<file path="src/rtl/uart_rx_os8.sv">
// uart_rx_os8: 8x-oversampled 8N1 UART receiver.
// Recovers frames from an idle-high serial line using the bclk_x8 enable and
// presents each byte plus its raw frame on a valid/ack holding register.
module uart_rx_os8 #(
  parameter int OSR   = 8,
  parameter int DBITS = 8
) (
  input  logic             clk,
  input  logic             rst,
  input  logic             tick_x8,
  input  logic             rx,
  input  logic             rx_ack,
  output logic [DBITS-1:0] rx_data,
  output logic [DBITS+1:0] rx_frame,
  output logic             rx_valid,
  output logic             frame_err,
  output logic             overrun,
  output logic             busy
);
  localparam int TCW = $clog2(OSR);
  localparam int BIW = $clog2(DBITS);
  localparam logic [TCW-1:0] TC_MID  = TCW'(OSR / 2 - 1);
  localparam logic [TCW-1:0] TC_LAST = TCW'(OSR - 1);
  localparam logic [BIW-1:0] BI_LAST = BIW'(DBITS - 1);

  typedef enum logic [1:0] {IDLE, START, DATA, STOP} state_t;

  state_t           state, state_n;
  logic [TCW-1:0]   tc, tc_n;
  logic [BIW-1:0]   bi, bi_n;
  logic [DBITS-1:0] shift;
  logic             sync1, rxs;
  logic             samp, load;

  // Two-flop synchronizer; both stages idle high so reset looks like a quiet line.
  always_ff @(posedge clk or negedge rst) begin
    if (!rst) begin
      sync1 <= 1'b1;
      rxs   <= 1'b1;
    end else begin
      sync1 <= rx;
      rxs   <= sync1;
    end
  end

  // Next-state logic: everything advances only on oversampling ticks.
  // START checks mid-bit (4th tick after detection) to reject glitches;
  // DATA/STOP sample on the last tick of each 8-tick bit cell, which lands mid-bit.
  always_comb begin
    state_n = state;
    tc_n    = tc;
    bi_n    = bi;
    samp    = 1'b0;
    load    = 1'b0;
    if (tick_x8) begin
      case (state)
        IDLE: begin
          if (!rxs) begin
            state_n = START;
            tc_n    = '0;
          end
        end
        START: begin
          if (tc == TC_MID) begin
            if (rxs) begin
              state_n = IDLE;
            end else begin
              state_n = DATA;
              tc_n    = '0;
              bi_n    = '0;
            end
          end else begin
            tc_n = tc + 1'b1;
          end
        end
        DATA: begin
          tc_n = tc + 1'b1;
          if (tc == TC_LAST) begin
            samp = 1'b1;
            bi_n = bi + 1'b1;
            if (bi == BI_LAST) state_n = STOP;
          end
        end
        STOP: begin
          tc_n = tc + 1'b1;
          if (tc == TC_LAST) begin
            load    = 1'b1;
            state_n = IDLE;
          end
        end
        default: state_n = IDLE;
      endcase
    end
  end

  // FSM state, counters, data shift register and registered busy flag.
  always_ff @(posedge clk or negedge rst) begin
    if (!rst) begin
      state <= IDLE;
      tc    <= '0;
      bi    <= '0;
      shift <= '0;
      busy  <= 1'b0;
    end else begin
      state <= state_n;
      tc    <= tc_n;
      bi    <= bi_n;
      busy  <= (state_n != IDLE);
      if (samp) shift[bi] <= rxs;
    end
  end

  // Holding register: a load into a full, unacked register is dropped and
  // flagged as overrun; load coincident with ack replaces the held frame.
  always_ff @(posedge clk or negedge rst) begin
    if (!rst) begin
      rx_data   <= '0;
      rx_frame  <= '0;
      rx_valid  <= 1'b0;
      frame_err <= 1'b0;
      overrun   <= 1'b0;
    end else if (load) begin
      if (rx_valid && !rx_ack) begin
        overrun <= 1'b1;
      end else begin
        rx_data   <= shift;
        rx_frame  <= {rxs, shift, 1'b0};
        frame_err <= ~rxs;
        rx_valid  <= 1'b1;
      end
    end else if (rx_valid && rx_ack) begin
      rx_valid <= 1'b0;
      overrun  <= 1'b0;
    end
  end

endmodule
</file>
<file path="config.mk">
export PLATFORM = sky130hd
export DESIGN_NAME = uart_rx_os8
export DESIGN_NICKNAME = d
export VERILOG_FILES = /design/src/rtl/uart_rx_os8.sv
export SDC_FILE = /design/constraint.sdc
export NUM_CORES = 1
export LEC_CHECK = 0
export ABC_AREA = 1
export ABC_CLOCK_PERIOD_IN_PS = 1600
export BUFFER_PORTS_ARGS = -buffer_cell sky130_fd_sc_hd__buf_2
export CAP_MARGIN = 10
export CELL_PAD_IN_SITES_DETAIL_PLACEMENT = 1
export CELL_PAD_IN_SITES_GLOBAL_PLACEMENT = 1
export CORE_ASPECT_RATIO = 1.2
export CORE_MARGIN = 1.5
export CORE_UTILIZATION = 37
export DETAILED_ROUTE_END_ITERATION = 8
export HOLD_SLACK_MARGIN = 0.02
export MAX_ROUTING_LAYER = met4
export PLACE_DENSITY = 0.85
export SYNTH_ARGS = -nofsm -noshare
export SYNTH_HDL_FRONTEND = slang
export SYNTH_SLANG_ARGS = --single-unit
</file>
<file path="constraint.sdc">
create_clock -name clk -period 1.6 [get_ports clk]
set_input_delay 0 -clock clk [delete_from_list [all_inputs] [get_ports clk]]
set_output_delay 0 -clock clk [all_outputs]
set_load 0.05 [all_outputs]
</file>
# Word-level counts from Yosys, hierarchy flattened
# Index checks and enable logic that the tools add are counted.
word_totals:
  reg_bits: 39
  in_bits: 5
  output_inout_bits: 22
  elab_cells: 70
op_classes:
  add_sub_neg: 2
  n_lt_le_gt_ge: 2
  n_eq_ne: 11
  mux: 28
  bitwise: 2
  n_reduce_logical: 13
ops:
  columns: ["operator", "n"]
  rows:
  - ["two-way mux 3 bit", 5]
  - ["two-way mux 2 bit", 7]
  - ["two-way mux 1 bit", 11]
  - ["one-hot mux 3 bit (3 select lines)", 1]
  - ["bitwise mux 8 bit", 1]
  - ["!= test 2 bit, second input constant", 4]
  - ["one-hot mux 2 bit (4 select lines)", 1]
  - ["adder 3 x 1 -> 3 bit, second input constant", 2]
  - ["== test 3 bit, second input constant", 2]
  - ["one-hot mux 3 bit (2 select lines)", 1]
  - ["AND reduction 2 bit", 3]
  - ["nonzero test 2 bit", 3]
  - ["AND reduction 5 bit", 1]
  - ["== test 2 bit, second input constant", 2]
  - ["less-than comparator 3 x 4 -> 1 bit, second input constant", 1]
  - ["demux 1 bit (select 3 bit)", 1]
  - ["== test 3 x 2 -> 1 bit, second input constant", 1]
  - [">= comparator 3 x 1 -> 1 bit, second input constant", 1]
  - ["logical AND 1 bit", 3]
  - ["== test 2 x 1 -> 1 bit, second input constant", 1]
  - ["zero test 2 bit", 1]
  - ["!= test 2 x 1 -> 1 bit, second input constant", 1]
  - ["NOT 1 bit", 2]
  - ["OR reduction 2 bit", 1]
  - ["zero test 1 bit", 1]

# Longest topological paths before layout
logic_depth:
  word_depth: 6
  depth_mapped: 10
  mapped_depth_nobuf: 9

# Worst setup path before layout
# Ideal clock, no wire load.
synth_path:
  kind: "flip-flop to flip-flop"
  from: "register tc[0]"
  to: "register rx_data[0]"
  setup_time_ns: 0.119
  arrival_ns: 1.399
  required_time_ns: 1.481
  path_slack_ns: 0.082
  stages_incl_launch_ff: 11
  n_path_buf: 1
  synth_period_minus_slack_ns: 1.518
  cell_sequence: "dfrtp_1 -> ha_1 -> ha_1 -> nand2_4 -> nor2_4 -> inv_2 -> nor2_8 -> inv_4 -> buf_6 -> nand2_1 -> nand2_1"
synth_via:
  elab_chain_len: 5
synth_rtl:
  columns: ["item", "line_no", "source"]
  rows:
  - ["start, declared", "29", "logic [TCW-1:0] tc, tc_n;"]
  - ["start signal, assigned", "106", "tc <= tc_n;"]
  - ["== test 3 bit", "86", "if (tc == TC_LAST) begin"]
  - ["two-way mux 1 bit", "86", null]
  - ["two-way mux 1 bit", "56", "case (state)"]
  - ["two-way mux 1 bit", "55", "if (tick_x8) begin"]
  - ["AND reduction 2 bit (no source line)", null, null]
  - ["end signal, assigned", "126", "rx_data <= shift;"]
  - ["end, declared", "13", "output logic [DBITS-1:0] rx_data,"]
# No other way between the ends.
# A chain may end at the register's enable or synchronous reset.

# Worst setup path after layout
layout_path:
  from: "register tc[0]"
  to: "register rx_data[4]"
# Same word-level chain as after synthesis.

==> impl_results.md <==
- Status: finished, final reports clean
- Worst reg2reg setup slack: 0.09 ns
- Hold Fails Final Rpt: 0
- Crit-path max FO: 8
- Root buffer cell: clkbuf_8
- Clk slew on worst S/H paths: 0.06 ns
- Number of clock buffers inserted by TritonCTS: 5
- Post-route worst setup slack: 0.0902 ns
- Total Die Area: 4520 um^2
- Count of endpoints failing setup in the final report: 0
- Final Non-Filler Cells: 255
- Depth of the worst register-to-register path: 9
- First-pass GRT wire length: 5640 um
- Finished layout cell area: 1770 um^2
- Reg2reg start: tc[0]$_DFFE_PN0P_
- Antenna violations before repair: 0
- Global route total overflow: 0
- Wire length per cell: 12.5 um
- Post-synthesis cell count: 176
- Share of total power in the clock network: 0.243
- Effective utilization at floorplan: 0.387
- Core area: 3940 um^2
- Proportion of total power due to net switching: 0.400
- Startpoint class of the critical path: flop
- Input/output buffers: 25
- Number of levels in the clock H-tree: 2
- Number of warnings reported in the yosys synthesis log: 0
- Tightest slew margin relative to the limit: 0.545
- Vias after detailed routing: 1224
- Total internal power: 1.52 mW
- Total nets after synthesis: 186
- Relative area change from synthesis to final layout: 16.3%
- Antenna cell count: 0
- Launching instance or port of the critical path: tc[0]$_DFFE_PN0P_
- Max-slew violation total from the final report: 0
- Seq pwr share: 0.429
- Endpoint with the worst hold slack: tc[1]$_DFFE_PN0P_
- Nets@finish: 211
- Sequential element share of the synthesized area: 0.510
- Drt first pass iters: 4
- Residual antenna-violating net count after detailed routing: 0
- # DRC: 0
- Clock tree from TritonCTS: yes
- Register bit count reported by yosys: 31
- Wire length after detailed routing: 3190 um
- Worst Min Path Start: tick_x8
- Upper clock frequency limit: 662 MHz
- Weighted congestion reported at the end of routability-driven placement: 0.805
- Most common library cell in the layout ignoring fill and taps: nand2_1
- Worst-skew pair later-pin latency: 0.28 ns
- Post-Place Cell Area: 1640 um^2
- P per Cell Area: 1430 nW/um^2
- Vias per cell: 4.80
- Reported net switching power: 1.02 mW
- Setup Slack @ Placement: 0.0451 ns
- Clock period minus worst slack: 1.51 ns
- Post-DP HPWL: 2440 um
- Top library cells by usage in the layout, fill and taps aside: nand2_1 (57), dfrtp_1 (29), buf_2 (25)
- Row Count: 25
- CP Data Arrival Time: 1.68 ns
- Clock Skews: 0.00322 ns
- Die width: 61.6 um
- Final Total Pwr: 2.54 mW
- Lkg Pwr: 0.977 nW
- Relative contribution of combinational cells to total power: 0.328
- Number of max-cap violations: 0
- Post-layout utilization of the core: 0.450
- WP data required: 1.77 ns
- Global-route usage over all layers: 0.176
- Yosys cell types: 27
- Max Buffers Root-to-Sink: 2
- Largest voltage drop on the vdd net: 0.000674 V
- Synth Cell Area: 1530 um^2
- DR iter-0 viols: 40
- Crit. End Element: flop
- Classification of the worst-slack hold path: in2reg
- Average cell area after synthesis: 8.67 um^2
- CTS Sinks: 31
- Number of primary I/O pins: 27
- Inst Count DP: 245
- Transition time of the tightest slew-check pin: 0.682 ns
- Vias in the first global route: 1277
- Worst hold path stage count: 3
- End of the worst register-to-register path: rx_data[4]$_DFFE_PN0P_
- Period Utilization, post-route: 0.944
- Maximum number of pins on one net before global-route repair: 32
- Floorplan die height: 73.3 um
- Ratio of cells with drive above 1 in the final layout: 0.244
- Kind of critical path: reg2reg
how the worst max path moves through the flow:
stage                                         end  slack [ns]
after floorplan            rx_data[0]$_DFFE_PN0P_        0.08
after global placement     rx_data[4]$_DFFE_PN0P_        0.09
after detailed placement   rx_data[4]$_DFFE_PN0P_        0.05
after CTS                  rx_data[4]$_DFFE_PN0P_        0.02
after global routing      rx_frame[8]$_DFFE_PN0P_      -0.003
final                      rx_data[4]$_DFFE_PN0P_        0.09
metrics by stage:
| step | TNS [ns] | hold WS [ns] |
|---|---|---|
| 2_1_floorplan | 0 | -0.296 |
| 3_3_place_gp | 0 | 0.0861 |
| 3_5_place_dp | 0 | 0.0852 |
| 4_1_cts | 0 | 0.0381 |
| 5_1_grt | -0.00272 | 0.0657 |
| 6_report | 0 | 0.0405 |
power groups by stage:
stage / clock network [mW] / logic (mW) / registers (mW)
after CTS: 0.642 / 0.835 / 1.08
final: 0.618 / 0.833 / 1.09
after detailed placement: 0 / 0.827 / 1.10
after floorplan: 0 / 0.552 / 1.15
after global routing: 0.673 / 0.953 / 1.11
after global placement: 0 / 0.777 / 1.09
area by class of cell:
type	instances	area [um^2]
multi-input combinational	114	597
fill	489	2170
sequential	31	778
inverter	19	73.8
clock inverter	1	5.00
tap	54	67.6
timing repair buffer	30	170
clock buffer	6	82.6
what timing repair did:
action                                 4_1_cts  5_1_grt
setup endpoints to repair                    0       22
hold buffers                                 3        0
resized for setup                            0        3
buffers inserted                             0        0
endpoints found under the hold margin       31        0
cell usage after synthesis, drive strengths merged:
cell type   n  share of area
a21oi       3         0.0098
conb        1         0.0025
nand3       8          0.030
nand3b      1         0.0049
a22oi       1         0.0049
nand4       9          0.037
inv        18          0.046
nand2      59           0.15
dfstp       2          0.034
o21ai      16          0.057
buf        12          0.058
nor2       11          0.044
clkinv      1         0.0025
dfrtp      29           0.48
ha          5          0.041
sequential cells by signal, indices dropped and copies added (netlist names):
signal	flops
overrun	1
shift	8
rx_valid	1
sync1	1
bi	3
state	2
rx_data	7
rxs	1
busy	1
frame_err	1
rx_frame	2
tc	3
logic make-up (layout without fill, tap and decap cells):
kind of cell,count (synthesis),after routing,share of synthesized area
flip-flops,31,31,0.510
adder cells (fa/ha/maj),5,5,0.0410
AND/OR/NAND/NOR,88,88,0.267
other,1,1,0.00246
AO/OA/AOI/OAI,20,20,0.0722
buffers and inverters,31,56,0.107
routing by layer:
metal	global-route usage	wire, um	share of wire
met5	-	0	0
met4	0.0946	93	0.029
met3	0.0493	107	0.034
met2	0.296	1690	0.53
met1	0.179	1310	0.41
critical path: stages (launching register included):
cell and delay [ns]:
dfrtp_1 0.40, ha_1 0.26, ha_4 0.20, nand2_4 0.08, nor2_4 0.05, inv_2 0.10, nor2_8 0.04, buf_4 0.17
nand2_1 0.06, nand2_1 0.05
Note: power is estimated with default switching activity, not from simulation.
